--- config.mk ---
export PLATFORM = sky130hd
export DESIGN_NAME = mem_access_ctrl
export DESIGN_NICKNAME = d
export VERILOG_FILES = /design/src/rtl/mem_access_ctrl.sv
export SDC_FILE = /design/constraint.sdc
export NUM_CORES = 1
export LEC_CHECK = 0
export CORE_MARGIN = 10
export CORE_UTILIZATION = 40
export DETAILED_ROUTE_END_ITERATION = 6
export MAX_ROUTING_LAYER = met4
export PLACE_DENSITY = 0.68
export SETUP_SLACK_MARGIN = 0.02
export SLEW_MARGIN = 10
export SYNTH_ARGS = -nofsm -noshare
export SYNTH_HDL_FRONTEND = slang
export SYNTH_SLANG_ARGS = --single-unit
--- constraint.sdc ---
create_clock -name clk -period 14.8 [get_ports clk]
set_input_delay 2.96 -clock clk [delete_from_list [all_inputs] [get_ports clk]]
set_output_delay 2.96 -clock clk [all_outputs]
set_load 0.01 [all_outputs]
--- src/rtl/mem_access_ctrl.sv ---
// Multicycle load/store sequencer in front of a single-port synchronous memory, with read-modify-write for sh/sb.
// Latency: load 2+MEM_LAT, sh/sb 3+MEM_LAT, sw 2, illegal op 1; req is ignored while busy is high (no queueing).
module mem_access_ctrl #(
   parameter int MEM_LAT = 1
) (
   input  logic        clk,
   input  logic        reset,
   input  logic        req,
   input  logic [2:0]  op,
   input  logic [31:0] addr,
   input  logic [31:0] wdata,
   output logic        busy,
   output logic        done,
   output logic        err,
   output logic [31:0] rdata,
   output logic [31:0] mem_addr,
   output logic        mem_rd,
   output logic        mem_wr,
   output logic [31:0] mem_wdata,
   input  logic [31:0] mem_rdata
);

   localparam logic [2:0] OP_LW = 3'b001;
   localparam logic [2:0] OP_LH = 3'b010;
   localparam logic [2:0] OP_LB = 3'b011;
   localparam logic [2:0] OP_SW = 3'b100;
   localparam logic [2:0] OP_SH = 3'b101;
   localparam logic [2:0] OP_SB = 3'b110;

   localparam logic [3:0] CNT_LOAD = 4'(MEM_LAT - 1);

   typedef enum logic [2:0] {
      IDLE     = 3'd0,
      RD_ISSUE = 3'd1,
      RD_WAIT  = 3'd2,
      WRITE    = 3'd3,
      DONE     = 3'd4
   } state_t;

   typedef struct packed {
      logic [2:0]  op;
      logic [31:0] addr;
      logic [31:0] wdata;
   } req_t;

   state_t      state_q, state_d;
   req_t        req_q, req_d;
   logic [3:0]  cnt_q, cnt_d;
   logic [31:0] word_q, word_d;
   logic [31:0] rdata_q, rdata_d;
   logic [31:0] mem_addr_q, mem_addr_d;
   logic [31:0] mem_wdata_q, mem_wdata_d;
   logic        busy_q, busy_d;
   logic        done_q, done_d;
   logic        err_q, err_d;
   logic        mem_rd_q, mem_rd_d;
   logic        mem_wr_q, mem_wr_d;

   function automatic logic is_load(input logic [2:0] o);
      return (o == OP_LW) || (o == OP_LH) || (o == OP_LB);
   endfunction

   function automatic logic is_sub_store(input logic [2:0] o);
      return (o == OP_SH) || (o == OP_SB);
   endfunction

   // Sub-word lanes are always the low lane; the address never selects a lane.
   function automatic logic [31:0] load_ext(input logic [2:0] o, input logic [31:0] w);
      logic [31:0] r;
      r = w;
      if (o == OP_LH) begin
         r = {16'b0, w[15:0]};
      end else if (o == OP_LB) begin
         r = {24'b0, w[7:0]};
      end
      return r;
   endfunction

   function automatic logic [31:0] merge_store(input logic [2:0] o, input logic [31:0] w,
                                               input logic [31:0] d);
      logic [31:0] r;
      r = d;
      if (o == OP_SH) begin
         r = {w[31:16], d[15:0]};
      end else if (o == OP_SB) begin
         r = {w[31:8], d[7:0]};
      end
      return r;
   endfunction

   always_comb begin
      state_d     = state_q;
      req_d       = req_q;
      cnt_d       = cnt_q;
      word_d      = word_q;
      rdata_d     = rdata_q;
      mem_addr_d  = mem_addr_q;
      mem_wdata_d = mem_wdata_q;
      err_d       = 1'b0;

      case (state_q)
         IDLE: begin
            if (req) begin
               req_d = '{op: op, addr: addr, wdata: wdata};
               if (is_load(op) || is_sub_store(op)) begin
                  state_d    = RD_ISSUE;
                  mem_addr_d = addr;
               end else if (op == OP_SW) begin
                  state_d     = WRITE;
                  mem_addr_d  = addr;
                  mem_wdata_d = wdata;
               end else begin
                  state_d = DONE;
                  err_d   = 1'b1;
               end
            end
         end
         RD_ISSUE: begin
            cnt_d   = CNT_LOAD;
            state_d = RD_WAIT;
         end
         RD_WAIT: begin
            // Memory data is valid in the cycle where the count has run down to zero.
            if (cnt_q == 4'd0) begin
               word_d = mem_rdata;
               if (is_sub_store(req_q.op)) begin
                  state_d     = WRITE;
                  mem_addr_d  = req_q.addr;
                  mem_wdata_d = merge_store(req_q.op, mem_rdata, req_q.wdata);
               end else begin
                  state_d = DONE;
                  rdata_d = load_ext(req_q.op, mem_rdata);
               end
            end else begin
               cnt_d = cnt_q - 4'd1;
            end
         end
         WRITE: begin
            state_d = DONE;
         end
         DONE: begin
            state_d = IDLE;
         end
         default: begin
            state_d = IDLE;
         end
      endcase

      // Strobes are registered copies of the next-state decode, so they align with the state.
      busy_d   = (state_d != IDLE);
      done_d   = (state_d == DONE);
      mem_rd_d = (state_d == RD_ISSUE);
      mem_wr_d = (state_d == WRITE);
   end

   always_ff @(posedge clk or posedge reset) begin
      if (reset) begin
         state_q     <= IDLE;
         req_q       <= '0;
         cnt_q       <= 4'd0;
         word_q      <= 32'd0;
         rdata_q     <= 32'd0;
         mem_addr_q  <= 32'd0;
         mem_wdata_q <= 32'd0;
         busy_q      <= 1'b0;
         done_q      <= 1'b0;
         err_q       <= 1'b0;
         mem_rd_q    <= 1'b0;
         mem_wr_q    <= 1'b0;
      end else begin
         state_q     <= state_d;
         req_q       <= req_d;
         cnt_q       <= cnt_d;
         word_q      <= word_d;
         rdata_q     <= rdata_d;
         mem_addr_q  <= mem_addr_d;
         mem_wdata_q <= mem_wdata_d;
         busy_q      <= busy_d;
         done_q      <= done_d;
         err_q       <= err_d;
         mem_rd_q    <= mem_rd_d;
         mem_wr_q    <= mem_wr_d;
      end
   end

   assign busy      = busy_q;
   assign done      = done_q;
   assign err       = err_q;
   assign rdata     = rdata_q;
   assign mem_addr  = mem_addr_q;
   assign mem_wdata = mem_wdata_q;
   assign mem_rd    = mem_rd_q;
   assign mem_wr    = mem_wr_q;

endmodule

==> flow_summary.toml, run 1 <==
[run_status]
status = "completed"

[logic_synthesis]
synth_area_um2 = 7774
yosys.area.top_type = "dfrtp_1"
yosysUniqueCellTypes = 40
synthCells = 614
ys_top_cells_by_count = "178 x mux2_2, 175 x dfrtp_1, 52 x nand2_1"
ys_top_cells_by_area = "dfrtp_1 56%, mux2_2 26%, o21ai_0 3.0%"
async_flop_share_pct = 100.0
ys_seq_area_share_pct = 56.33
synthMostInstantiatedCell = "mux2_2"
synth_nets = 718
avgSynthCellArea_um2 = 12.66
ys.flop_type = "dfrtp_1"
synth_edf_count = 0
synth_top_area_share_pct = 56.33
synth-seq-cells = 175
yosysWarnings = 0

[power_and_ir_drop]
switching_power_uw = 756.8
p_int_mw = 1.545
peakVddDrop_mv = 0.09839
seq_power_share_pct = 37.2
p_leak_nw = 4.358
cellPowerDensity_nw_per_um2 = 216.6
p_comb_share_pct = 42.4
switching_share_pct = 32.88
clkPwrFrac_pct = 20.4

[layout]
nNetsFinal = 905
area_growth_pct = 36.71
finish.utilization_pct = 56.25
drive_gt1_share_pct = 27.76
antennaDiodeCount = 0

[floorplan]
core_area_um2 = 18890
row_count = 50
pin_count = 203
die_area_um2 = 25410
die_h_um = 159.4
die_w_um = 159.4
start_util_pct = 41.15

[critical_path]
crit_chain = "clkdlybuf4s50_1 -> or3_1 -> nand4_1 -> a21oi_4 -> mux2_2"
critPathMaxStageDelay_ps = 950
startpoint_type = "primary input"
worstPathMaxFanout = 35
critPathCaptureType = "flip-flop"
path_class = "primary input to flip-flop"
cp.arrival_ps = 5200
crit_buf_inv = 1
critPathTopFamily = "compound AO/OA/AOI/OAI gates"
slowest_stage = "a21oi_4"
required_ps = 15100
cp_num_cells = 5
reg2regPathDepth = 4

[cts]
cts-root-buf = "clkbuf_16"
insertion_delay_ps = 420
cts-resized-gates = 0
cts_buffer_depth = 2
cts.sinks = 175
cts_tree = "yes"
cts.clk_slew.worst_paths_ps = 70
post_cts_buffers = 0
cts_buffers = 17
cts_hold_buf = 0
cts_max_level = 4

[grt]
antenna_found_initial = 0
grt_pass1_wl_um = 32930
grt_pass1_vias = 5931
grt-ovfl-total = 0
grt_util_all_layers_pct = 16.44
grt_max_degree = 96

[place]
dp_hpwl_um = 14310
numPortBuffers = 202
detailedPlace.worstSlack_ps = 9472
gp_congestion = 0.8259

[hold_path]
hold_path_class = "flip-flop to flip-flop"
whs_path_depth = 2

[sta]
finClkSkew_ps = 6.902
period_share_pct = 33.08
tightest_slew_ps = 1181
post-route-min-period_ps = 4895
max_freq_mhz = 204.3
timing.final.ws_setup_ps = 9905
tns_ps = 0
drv_slew = 0
finalSetupViolCount = 0
rsz0062_at_grt = "no"
hold_violations = 0
slew_headroom_pct = 21.07

[drt]
drt_first_pass_iters = 6
drt-initial-drc-count = 269
drc_errors = 0
num_vias = 5446
wl_per_cell_um = 19.00
finalWirelength_um = 20400
via_per_inst = 5.071
postRouteAntennaNets = 0

[job]
cap_violations = 0
==> per-stage QoR <==
| stage | cells | power, mW | hold slack (ps) | cell area [um^2] |
|---|---|---|---|---|
| 3_5_place_dp | 1041 | 1.850 | 469.2 | 9977 |
| 4_1_cts | 1073 | 2.331 | 484.4 | 10600 |
| 3_3_place_gp | 1041 | 1.820 | 461.4 | 9977 |
| 6_report | 1074 | 2.301 | 478.6 | 10630 |
| 2_1_floorplan | 614 | 1.396 | 474.1 | 7774 |
| 5_1_grt | 1074 | 2.451 | 494.3 | 10630 |
==> area by class of cell <==
class,count,area (um^2)
clock inverter,11,152.6
tap,260,325.3
multi-input combinational,392,3178
inverter,6,27.53
clock buffer,21,470.5
sequential,175,4379
timing repair buffer,209,2095
fill,1566,8265
==> sequential cells by signal, indices dropped and copies added (netlist names) <==
signal,count
req_q,67
mem_addr,32
mem_wdata,32
rdata,32
cnt_q,4
state_q,3
busy,1
done,1
err,1
mem_rd,1
mem_wr,1
==> worst min-delay path, cell delays in order (launching register included) <==
cell and delay (ps):
dfrtp_1 340, nand2_1 50, o21ai_0 60
==> routing by layer <==
metal	vias to the layer above	GRT usage [%]	share of wire, %
met3	11	6.326	7.1
met5	-	-	0
met4	0	4.086	0.70
li1	2559	-	-
met1	2710	20.85	47
met2	166	24.24	45
==> layout by cell type, fill, tap and decap left out, types with 2 or more instances in the layout <==
| cell type | instances |
|---|---|
| inv_1 | 5 |
| a21oi_4 | 2 |
| nand3b_1 | 3 |
| bufinv_16 | 3 |
| nand2_1 | 52 |
| buf_4 | 6 |
| dfrtp_1 | 175 |
| clkinvlp_4 | 3 |
| nor3_1 | 2 |
| a21boi_0 | 2 |
| ha_1 | 2 |
| clkinv_4 | 2 |
| mux2_2 | 178 |
| inv_6 | 3 |
| nand4_1 | 2 |
| clkbuf_8 | 3 |
| a31oi_1 | 19 |
| nor2_1 | 26 |
| nor3b_2 | 2 |
| clkdlybuf4s50_1 | 202 |
| nand3_1 | 19 |
| clkbuf_16 | 17 |
| a21oi_1 | 12 |
| mux2i_1 | 8 |
| o21ai_0 | 47 |
==> worst paths after layout <==
path,to,slack [ps],start
max in group asynchronous,req_q[28],10150,reset
min reg2reg,rdata[19],480,rdata[19]
min,rdata[19],480,rdata[19]
max,mem_addr[20],9900,op[2]
max reg2reg,mem_addr[20],11640,req_q[65]
min in group asynchronous,req_q[54],3090,reset
==> cells by family after synthesis <==
group / Yosys count / synth area share [%]
adder cells (fa/ha/maj): 2 / 0.3219
multiplexers: 186 / 26.81
buffers and inverters: 47 / 2.961
XOR/XNOR: 2 / 0.3220
flip-flops: 175 / 56.33
AND/OR/NAND/NOR: 114 / 6.680
AO/OA/AOI/OAI: 88 / 6.567
==> power groups by stage <==
stage	combinational [mW]	sequential, mW	clock [mW]
floorplan	0.516	0.880	0
global placement	0.966	0.854	0
finish	0.976	0.856	0.470
global route	1.06	0.888	0.502
CTS	0.991	0.858	0.481
detailed placement	0.987	0.863	0
Power figures use the tool's default switching activity.
==> run 2: changes to the inputs <==
PLACE_DENSITY = 0.7   (was 0.68)
clock period = 4.4 ns   (was 14.8 ns; I/O delays follow)
==> flow_summary.toml, run 2 (synthesis results as in run 1) <==
[job]
cap_violations = 0

[drt]
via_per_inst = 5.084
drt_first_pass_iters = 5
drt-initial-drc-count = 338
postRouteAntennaNets = 0
wl_per_cell_um = 19.10
num_vias = 5486
finalWirelength_um = 20600
drc_errors = 0

[sta]
period_share_pct = 70.06
hold_violations = 0
max_freq_mhz = 324.4
slew_headroom_pct = 33.01
finClkSkew_ps = 9.593
finalSetupViolCount = 0
tns_ps = 0
post-route-min-period_ps = 3082
rsz0062_at_grt = "no"
drv_slew = 0
tightest_slew_ps = 1003

[grt]
grt_max_degree = 75
antenna_found_initial = 1
grt_pass1_wl_um = 33000
grt-ovfl-total = 0
grt_pass1_vias = 5936
grt_util_all_layers_pct = 16.46

[layout]
area_growth_pct = 36.92
nFillCells = 1574
largest_reg_flops = 67
nNetsFinal = 909
multiInputGateArea_um2 = 3178
register_area_um2 = 4379
most-common-layout-cells = "202 x clkdlybuf4s50_1, 178 x mux2_2, 175 x dfrtp_1"
final_common_cell = "clkdlybuf4s50_1"
top_register = "req_q"
drive_gt1_share_pct = 28.24

[critical_path]
crit_chain = "inv_1 -> ha_1 -> nor3b_2 -> nand4_2 -> a21oi_4 -> buf_4 -> mux2_2"
path_class = "flip-flop to flip-flop"
required_ps = 4700
slowest_stage = "a21oi_4"
critPathCaptureType = "flip-flop"
cp.arrival_ps = 3390
critPathMaxStageDelay_ps = 820
startpoint_type = "flip-flop"
worstPathMaxFanout = 24

[floorplan]
die_h_um = 159.4
start_util_pct = 41.15
die_w_um = 159.4
die_area_um2 = 25410
core_area_um2 = 18890
pin_count = 203
row_count = 50

[place]
numPortBuffers = 202
gp_congestion = 0.8382
dp_hpwl_um = 14960

[cts]
post_cts_buffers = 0
insertion_delay_ps = 420
cts_max_level = 4
cts.clk_slew.worst_paths_ps = 70
cts-root-buf = "clkbuf_16"
cts_buffers = 17
cts_hold_buf = 0
cts_buffer_depth = 2
cts-resized-gates = 0
cts.sinks = 175
cts_tree = "yes"

[hold_path]
hold_path_class = "flip-flop to flip-flop"

[power_and_ir_drop]
p_leak_nw = 4.373
peakVddDrop_mv = 0.4051
cellPowerDensity_nw_per_um2 = 726.2
total_power_mw = 7.730

[run_status]
status = "completed"
-- run 2: where the power goes --
part	internal (mW)	switching, mW	total, mW
Combinational	1.87	1.44	3.30
Sequential	2.40	0.482	2.88
Clock	0.909	0.638	1.55
-- run 2: layer usage --
metal  vias to the layer above  global-route usage [%]  part of all wire (%)
met2                       192                   24.56                    45
met4                         0                   3.833                  0.83
met1                      2715                   20.93                    46
met3                        14                   5.964                   7.6
met5                         -                       -                     0
li1                       2565                       -                     -
-- run 2: worst paths after layout --
path | startpoint | endpoint | slack [ps] | depth (start not counted)
worst max-delay path | cnt_q[0] | mem_wdata[28] | 1320 | 7
worst min-delay path | rdata[19] | rdata[19] | 480 | 2
worst max register to register | cnt_q[0] | mem_wdata[28] | 1320 | 7
worst min register to register | rdata[19] | rdata[19] | 480 | 2
max in group asynchronous | reset | mem_wdata[10] | 2490 | 3
min in group asynchronous | reset | req_q[57] | 1030 | 2
-- run 2: through the flow --
step	utilization [%]	cells	area, um^2	hold WS (ps)	setup WS (ps)
after floorplan	-	614	7777	474.1	1281
after global placement	53.13	1046	10040	460.3	1166
after detailed placement	53.13	1046	10040	469.1	1092
after CTS	56.32	1078	10640	483.7	1268
after global routing	56.34	1079	10640	505.6	1077
final	56.34	1079	10640	476.5	1318
-- run 2: area by class of cell --
class | instances | area share [%]
Sequential cell | 175 | 41.14
Clock inverter | 14 | 1.540
Clock buffer | 18 | 4.126
Inverter | 6 | 0.2469
Antenna cell | 1 | 0.02351
Multi-Input combinational cell | 392 | 29.86
Tap cell | 260 | 3.056
Timing Repair Buffer | 213 | 20.01
-- run 2: critical path, delay by kind of cell, from the launching register on --
kind | cells | cell delay (ps)
compound gates | 1 | 820
fa+ha+maj | 1 | 140
buf+inv | 2 | 430
flops | 1 | 430
mux | 1 | 360
simple gates | 2 | 780
==> run 3: changes to the inputs <==
clock period = 2.69 ns   (was 4.4 ns; I/O delays follow)
==> flow_summary.toml, run 3 (synthesis results as in run 1) <==
[critical_path]
startpoint_type = "flip-flop"
critPathCaptureType = "flip-flop"
r2r-end = "mem_addr[20]"
required_ps = 2990
critPathMaxStageDelay_ps = 520
crit-reg2reg-launch = "cnt_q[0]"
critPathTopFamily = "simple AND/OR/NAND/NOR gates"
path_class = "flip-flop to flip-flop"
regToRegSetupSlack_ps = 180
slowest_stage = "nor3b_2"
crit_chain = "inv_1 -> ha_1 -> nor3b_2 -> nand4_2 -> a21oi_4 -> buf_4 -> mux2_2"
startpoint = "cnt_q[0]"
crit_buf_inv = 2
worstPathMaxFanout = 23
cp.arrival_ps = 2810
reg2regPathDepth = 7

[layout]
largest_reg_flops = 67
nNetsFinal = 914
most-common-layout-cells = "202 x clkdlybuf4s50_1, 178 x mux2_2, 175 x dfrtp_1"
final_common_cell = "clkdlybuf4s50_1"
area_growth_pct = 37.86
final_cells = 1083
top_register = "req_q"
drive_gt1_share_pct = 28.10

[sta]
post-route-min-period_ps = 2509
max_freq_mhz = 398.5
finClkSkew_ps = 9.377
whs_ps = 477.2
tightest_slew_ps = 624.1
hold_violations = 0
rsz0062_at_grt = "no"
period_share_pct = 93.28
drv_slew = 0
finalSetupViolCount = 0
slew_headroom_pct = 58.27
tns_ps = 0

[job]
cap_violations = 0

[floorplan]
core_area_um2 = 18890
start_util_pct = 41.15
pin_count = 203
row_count = 50
die_h_um = 159.4
die_w_um = 159.4
die_area_um2 = 25410

[drt]
via_per_inst = 5.084
postRouteAntennaNets = 0
drt_first_pass_iters = 4
finalWirelength_um = 20600
wl_per_cell_um = 19.02
num_vias = 5506
drc_errors = 0
drt-initial-drc-count = 323

[hold_path]
hold_path.startpoint = "rdata[16]"
hold_path_class = "flip-flop to flip-flop"
whs_path_depth = 2
hold_path_end = "rdata[16]"

[cts]
cts_buffers = 17
cts.sinks = 175
cts_hold_buf = 0
cts.clk_slew.worst_paths_ps = 70
cts_tree = "yes"
cts_buffer_depth = 2
cts-resized-gates = 0
cts-root-buf = "clkbuf_16"
cts_max_level = 4
insertion_delay_ps = 420
post_cts_buffers = 0

[place]
numPortBuffers = 202
placed_cells = 1051
gp_congestion = 0.8742
dp_hpwl_um = 14940

[grt]
grt_max_degree = 95
grt_pass1_wl_um = 33580
grt_pass1_vias = 6013
grt_util_all_layers_pct = 16.70
grt-ovfl-total = 0
antenna_found_initial = 1

[power_and_ir_drop]
cellPowerDensity_nw_per_um2 = 1186
peakVddDrop_mv = 0.6412
p_leak_nw = 4.404

[run_status]
status = "completed"
## run 3: cell types whose count changed in the layout (fill, tap and decap cells not counted), sizes merged
| cell | change |
|---|---|
| clkbuf | +4 |
| inv | -2 |
| buf | +5 |
| clkinv | -1 |
| clkinvlp | -2 |
## run 3: where the power goes
group          switching, mW  leakage (nW)  internal [mW]
combinational           2.42          2.03           3.13
sequential             0.748          2.09           3.93
clock                  0.996         0.285           1.49
total                   4.16          4.40           8.55
## run 3: metrics by stage
| stage | util, % | power [mW] | instance area [um^2] | worst slack [ps] |
|---|---|---|---|---|
| after floorplan | - | 7.680 | 7777 | -86.65 |
| after global placement | 53.60 | 10.12 | 10130 | 333.6 |
| after detailed placement | 53.60 | 10.34 | 10130 | 193.4 |
| after CTS | 56.71 | 12.88 | 10710 | 189.5 |
| after global routing | 56.72 | 13.55 | 10720 | 61.65 |
| final | 56.72 | 12.71 | 10720 | 180.7 |
## run 3: routing by layer
| metal | vias up | GRT usage [%] | share of wire [%] |
|---|---|---|---|
| met3 | 19 | 5.422 | 6.5 |
| met2 | 193 | 24.71 | 45 |
| met4 | 0 | 4.802 | 1.1 |
| li1 | 2559 | - | - |
| met1 | 2735 | 21.45 | 48 |
| met5 | - | - | 0 |
## run 3: area by class of cell
class,count,area (um^2)
diodes,1,2.502
clock buffers,22,454.2
clock inverters,9,133.9
fillers,1567,8177
inverters,6,26.28
multi-input cells,392,3178
flip-flops and latches,175,4379
well taps,260,325.3
repair buffers,218,2217
## run 3: how the worst max path moves through the flow
| stage | to | slack, ps | cells after the start |
|---|---|---|---|
| floorplan | busy | -90 | 1 |
| global placement | mem_addr[26] | 330 | 6 |
| detailed placement | mem_addr[21] | 190 | 7 |
| CTS | mem_addr[20] | 190 | 7 |
| global route | mem_addr[10] | 60 | 7 |
| finish | mem_addr[20] | 180 | 7 |
## run 3: tightest hold or removal path, stage by stage, from the launching register on
cell	delay, ps
dfrtp_1	340
nand2_1	40
o21ai_0	60
